<file path="src/rtl/sccb_reg_init_seq.sv">
// Camera register-init sequencer: walks a {reg_addr, reg_data} LUT and issues one SCCB write
// per entry, with power-up wait, in-table delays, early-end sentinel and NACK retry.
module sccb_reg_init_seq #(
  parameter int                    IDX_W       = 8,
  parameter int                    REG_ADDR_W  = 8,
  parameter int                    REG_DATA_W  = 8,
  parameter int                    LUT_BASE    = 2,
  parameter int                    LUT_COUNT   = 3,
  parameter int                    POWERUP_CYC = 1000000,
  parameter int                    GAP_CYC     = 1000,
  parameter logic [REG_ADDR_W-1:0] DELAY_TAG   = 8'hFF,
  parameter int                    DELAY_UNIT  = 50000,
  parameter int                    MAX_RETRY   = 3
) (
  input  logic                           clk,
  input  logic                           rst,
  input  logic                           start,
  output logic [IDX_W-1:0]               lut_index,
  input  logic [REG_ADDR_W+REG_DATA_W-1:0] lut_data,
  output logic                           i2c_valid,
  input  logic                           i2c_ready,
  output logic [REG_ADDR_W-1:0]          i2c_addr,
  output logic [REG_DATA_W-1:0]          i2c_wdata,
  input  logic                           i2c_done,
  input  logic                           i2c_nack,
  output logic                           init_done,
  output logic                           init_err,
  output logic [IDX_W-1:0]               entry_cnt,
  output logic [2:0]                     state_dbg
);

  localparam int DELAY_MAX = ((2 ** REG_DATA_W) - 1) * DELAY_UNIT;
  localparam int CNT_MAX_A = (POWERUP_CYC > GAP_CYC) ? POWERUP_CYC : GAP_CYC;
  localparam int CNT_MAX   = (CNT_MAX_A > DELAY_MAX) ? CNT_MAX_A : DELAY_MAX;
  localparam int CNT_W     = $clog2(CNT_MAX + 1);
  localparam int RETRY_W   = (MAX_RETRY < 1) ? 1 : $clog2(MAX_RETRY + 1);

  localparam logic [IDX_W-1:0]   FIRST_IDX  = IDX_W'(LUT_BASE + 1);
  localparam logic [IDX_W-1:0]   LAST_IDX   = IDX_W'(LUT_BASE + LUT_COUNT);
  localparam logic [CNT_W-1:0]   PWRUP_LAST = CNT_W'(POWERUP_CYC - 1);
  localparam logic [CNT_W-1:0]   GAP_LAST   = CNT_W'(GAP_CYC - 1);
  localparam logic [RETRY_W-1:0] RETRY_MAX  = RETRY_W'(MAX_RETRY);

  typedef enum logic [2:0] {
    S_PWRUP = 3'd0,
    S_FETCH = 3'd1,
    S_ISSUE = 3'd2,
    S_WAIT  = 3'd3,
    S_DELAY = 3'd4,
    S_GAP   = 3'd5,
    S_DONE  = 3'd6,
    S_ERR   = 3'd7
  } state_t;

  state_t               state;
  logic [CNT_W-1:0]     wait_cnt;
  logic [RETRY_W-1:0]   retry;
  logic [REG_ADDR_W-1:0] lut_addr;
  logic [REG_DATA_W-1:0] lut_wdata;
  logic                 last_entry;

  assign lut_addr   = lut_data[REG_ADDR_W+REG_DATA_W-1:REG_DATA_W];
  assign lut_wdata  = lut_data[REG_DATA_W-1:0];
  assign last_entry = (lut_index == LAST_IDX);
  assign state_dbg  = state;

  // Handshake: a request is transferred on the clock edge where i2c_valid && i2c_ready;
  // once valid is raised, valid/addr/wdata hold until that edge, then valid drops.
  // i2c_nack is meaningful only in the cycle i2c_done is high.
  always_ff @(posedge clk) begin
    if (rst) begin
      state     <= S_PWRUP;
      lut_index <= FIRST_IDX;
      i2c_valid <= 1'b0;
      i2c_addr  <= '0;
      i2c_wdata <= '0;
      init_done <= 1'b0;
      init_err  <= 1'b0;
      entry_cnt <= '0;
      retry     <= '0;
      wait_cnt  <= '0;
    end else begin
      case (state)
        S_PWRUP: begin
          if (wait_cnt == PWRUP_LAST) begin
            wait_cnt <= '0;
            state    <= S_FETCH;
          end else begin
            wait_cnt <= wait_cnt + CNT_W'(1);
          end
        end
        S_FETCH: begin
          if (lut_data == '0) begin
            state     <= S_DONE;
            init_done <= 1'b1;
          end else if (lut_addr == DELAY_TAG) begin
            if (lut_wdata == '0) begin
              // zero-length delay still counts as a completed entry
              entry_cnt <= entry_cnt + IDX_W'(1);
              if (last_entry) begin
                state     <= S_DONE;
                init_done <= 1'b1;
              end else begin
                lut_index <= lut_index + IDX_W'(1);
                state     <= S_FETCH;
              end
            end else begin
              wait_cnt <= CNT_W'(lut_wdata) * CNT_W'(DELAY_UNIT);
              state    <= S_DELAY;
            end
          end else begin
            i2c_addr  <= lut_addr;
            i2c_wdata <= lut_wdata;
            i2c_valid <= 1'b1;
            state     <= S_ISSUE;
          end
        end
        S_ISSUE: begin
          if (i2c_ready) begin
            i2c_valid <= 1'b0;
            state     <= S_WAIT;
          end
        end
        S_WAIT: begin
          if (i2c_done) begin
            if (!i2c_nack) begin
              retry     <= '0;
              entry_cnt <= entry_cnt + IDX_W'(1);
              wait_cnt  <= '0;
              state     <= S_GAP;
            end else if (retry < RETRY_MAX) begin
              retry    <= retry + RETRY_W'(1);
              wait_cnt <= '0;
              state    <= S_GAP;
            end else begin
              init_err <= 1'b1;
              state    <= S_ERR;
            end
          end
        end
        S_DELAY: begin
          if (wait_cnt <= CNT_W'(1)) begin
            wait_cnt  <= '0;
            entry_cnt <= entry_cnt + IDX_W'(1);
            if (last_entry) begin
              state     <= S_DONE;
              init_done <= 1'b1;
            end else begin
              lut_index <= lut_index + IDX_W'(1);
              state     <= S_FETCH;
            end
          end else begin
            wait_cnt <= wait_cnt - CNT_W'(1);
          end
        end
        S_GAP: begin
          if (wait_cnt == GAP_LAST) begin
            wait_cnt <= '0;
            // non-zero retry means the last attempt was NACKed: resend the held entry
            if (retry != '0) begin
              i2c_valid <= 1'b1;
              state     <= S_ISSUE;
            end else if (last_entry) begin
              state     <= S_DONE;
              init_done <= 1'b1;
            end else begin
              lut_index <= lut_index + IDX_W'(1);
              state     <= S_FETCH;
            end
          end else begin
            wait_cnt <= wait_cnt + CNT_W'(1);
          end
        end
        S_DONE, S_ERR: begin
          if (start) begin
            init_done <= 1'b0;
            init_err  <= 1'b0;
            entry_cnt <= '0;
            retry     <= '0;
            lut_index <= FIRST_IDX;
            state     <= S_FETCH;
          end
        end
        default: state <= S_PWRUP;
      endcase
    end
  end

endmodule
</file>
<file path="config.mk">
export PLATFORM = sky130hd
export DESIGN_NAME = sccb_reg_init_seq
export DESIGN_NICKNAME = d
export VERILOG_FILES = /design/src/rtl/sccb_reg_init_seq.sv
export SDC_FILE = /design/constraint.sdc
export NUM_CORES = 1
export LEC_CHECK = 0
export ABC_AREA = 1
export BUFFER_PORTS_ARGS = -buffer_cell sky130_fd_sc_hd__buf_2
export CAP_MARGIN = 40
export CELL_PAD_IN_SITES_DETAIL_PLACEMENT = 0
export CELL_PAD_IN_SITES_GLOBAL_PLACEMENT = 1
export CORE_ASPECT_RATIO = 0.75
export CORE_UTILIZATION = 25
export DETAILED_ROUTE_END_ITERATION = 12
export GPL_TIMING_DRIVEN = 0
export PLACE_DENSITY_LB_ADDON = 0.3
export SLEW_MARGIN = 20
export SYNTH_ARGS = -nofsm -noshare
export SYNTH_HDL_FRONTEND = slang
export SYNTH_SLANG_ARGS = --single-unit
</file>
<file path="constraint.sdc">
create_clock -name clk -period 8.5 [get_ports clk]
set_input_delay 0.85 -clock clk [delete_from_list [all_inputs] [get_ports clk]]
set_output_delay 0.85 -clock clk [all_outputs]
set_load 0.02 [all_outputs]
</file>
==> results.sh <==
export IMPL_syn_nets=1212
export IMPL_fin_cells=1529
export IMPL_finalWeightedCongestion=0.894
export IMPL_worstMarginPinSlew_ns=0.731
export IMPL_numClockSinks=64
export IMPL_ys_async_sr_fraction_pct=0
export IMPL_diodes=0
export IMPL_grt_max_degree=13
export IMPL_hold_path_class="register to register"
export IMPL_grt_overflow_total=0
export IMPL_drtAntennaViolNets=0
export IMPL_fin_setup_tns_ns=0
export IMPL_die_width_um=193
export IMPL_drt_iter0_drc=539
export IMPL_arrival_ns=4.18
export IMPL_nets=1282
export IMPL_dp_slack_ns=4.20
export IMPL_cts_hold_buf=0
export IMPL_synth_area_leader_cell="dfxtp_1"
export IMPL_numPortBuffers=59
export IMPL_htreeDepth=3
export IMPL_rsz0062_at_grt="no"
export IMPL_endpoint_kind="register"
export IMPL_synth_yosys_warnings=0
export IMPL_intPower_mw=0.684
export IMPL_slew_limit_headroom_pct=51.3
export IMPL_hold_violations=0
export IMPL_cts_buffers=9
export IMPL_ys_seq_elements=64
export IMPL_power_mw=1.06
export IMPL_cp_required_ns=8.75
export IMPL_clkTransAtPathRegs_ns=0.06
export IMPL_peakVddDrop_v=0.0000976
export IMPL_wl_per_cell_um=15.6
export IMPL_setup_ws_ns=4.57
export IMPL_power_density_nw_per_um2=134
export IMPL_synth_most_common_cell="nand2_1"
export IMPL_hpwl_um=19100
export IMPL_synth_top_area_share_pct=18.8
export IMPL_synth_area_per_cell_um2=6.15
export IMPL_maxSlewViolCount=0
export IMPL_setup_viol=0
export IMPL_ios=60
export IMPL_drtPass1Iterations=5
export IMPL_synthTopCellsByArea="dfxtp_1 19%, nand2_1 16%, ha_1 12%"
export IMPL_antenna_found_initial=0
export IMPL_totalWireLength_um=23800
export IMPL_period_share_pct=46.3
export IMPL_cp_max_fo=5
export IMPL_synth_common_cells="299 x nand2_1, 184 x nor2_1, 114 x inv_1, 92 x nand3_1, 68 x ha_1"
export IMPL_clock_power_share_pct=40.5
export IMPL_clk_path_buf_depth=2
export IMPL_switching_power_mw=0.374
export IMPL_cts_setup_buffers=0
export IMPL_power_leakage_nw=3.91
export IMPL_coreArea_um2=26400
export IMPL_synth_cell_type_count=43
export IMPL_grtUsageTotal_pct=17.8
export IMPL_grt_pass1_wl_um=38000
export IMPL_final_util_pct=29.9
export IMPL_switching_share_pct=35.3
export IMPL_p_seq_share_pct=28.6
export IMPL_die_area_um2=28000
export IMPL_grt_pass1_vias=6598
export IMPL_vias=7203
export IMPL_outcome="finished, final reports clean"
export IMPL_cts_tree="done"
export IMPL_clkLatencyLatePin_ns=0.36
export IMPL_drc=0
export IMPL_place_area_um2=7550
export IMPL_ys_seq_area_share_pct=18.8
export IMPL_synth_ff_type="dfxtp_1"
export IMPL_path_class="primary input to register"
export IMPL_hold_depth=2
export IMPL_synth_edf_count=0
export IMPL_dp_cells=1513
export IMPL_whs_ns=0.452
export IMPL_start_kind="primary input"
export IMPL_fmax_mhz=254
export IMPL_core_rowCount=51
export IMPL_drv_cap=0
export IMPL_die_h_um=145
export IMPL_cts_root_buf="clkbuf_16"
export IMPL_final_area_um2=7880
export IMPL_routed_via_density=4.71
export IMPL_initial_utilization_pct=25.9
export IMPL_syn_area_um2=6830
export IMPL_drive_above_1_share_pct=11.6
export IMPL_combPwrFrac_pct=30.9
export IMPL_finalClockSkew_ns=0.0148
export IMPL_min_period_ns=3.93
export IMPL_area_growth_pct=15.5
export IMPL_cts_resized=0
export IMPL_rr_worst_depth=8
export IMPL_postSynthCellCount=1110
## layout make-up
class,count,area (um^2)
inverters,121,454
flip-flops and latches,64,1280
plain buffers,35,198
repair buffers,59,295
multi-input cells,890,4890
clock inverters,6,92.6
well taps,344,430
clock buffers,10,239
fillers,3000,18500
## critical path: stages
cell      delay, ns
buf_2          0.15
ha_1           0.35
ha_1           0.29
inv_1          0.06
fa_1           0.50
inv_1          0.06
fa_1           0.41
ha_1           0.34
or2_2          0.30
nand3b_1       0.09
nand2_1        0.12
nand2_1        0.10
nand3b_1       0.07
nand3_1        0.27
nand2_1        0.09
nor2_1         0.11
nor2_1         0.04
## cells by family after synthesis
kind of cell,after synthesis,synth area share [%]
XOR/XNOR,32,4.11
flip-flops,64,18.8
adder cells (fa/ha/maj),80,16.0
buffers and inverters,156,9.55
AO/OA/AOI/OAI,134,10.6
AND/OR/NAND/NOR,644,41.0
## flip-flops by register name, indices dropped and copies added, names as in the netlist
| signal | count |
|---|---|
| init_err | 1 |
| lut_index | 8 |
| state_dbg | 3 |
| entry_cnt | 8 |
| wait_cnt | 24 |
| i2c_addr | 8 |
| i2c_wdata | 8 |
| init_done | 1 |
| i2c_valid | 1 |
| retry | 2 |
## routing by layer
metal	up-vias	share of wire (%)	track usage, %
li1	3710	-	-
met1	3298	56	29.2
met2	174	37	22.5
met3	21	6.1	3.51
met4	0	1.2	3.86
met5	-	0	0
## worst paths after layout
kind                      from      endpoint  slack, ns
setup / recovery   lut_data[2]  wait_cnt[18]       4.57
hold / removal       i2c_valid     i2c_valid       0.45
setup reg to reg  state_dbg[1]   wait_cnt[5]       6.10
hold reg to reg      i2c_valid     i2c_valid       0.45
## power by group through the flow
stage	registers, mW	clock network (mW)	logic, mW
CTS	0.302	0.439	0.330
detailed placement	0.309	0	0.325
global route	0.302	0.450	0.386
finish	0.302	0.429	0.327
floorplan	0.309	0	0.240
global placement	0.309	0	0.327
## layout by cell type, fill, tap and decap left out, drive strengths merged, types with 11 or more instances in the layout
cell type,count
a21oi,59
nand4,18
nand2,306
buf,82
nand3,94
dfxtp,64
clkbuf,22
xor2,25
ha,68
o21ai,58
fa,12
nor2,197
nor3,11
inv,121
Note: power is estimated with default switching activity, not from simulation.
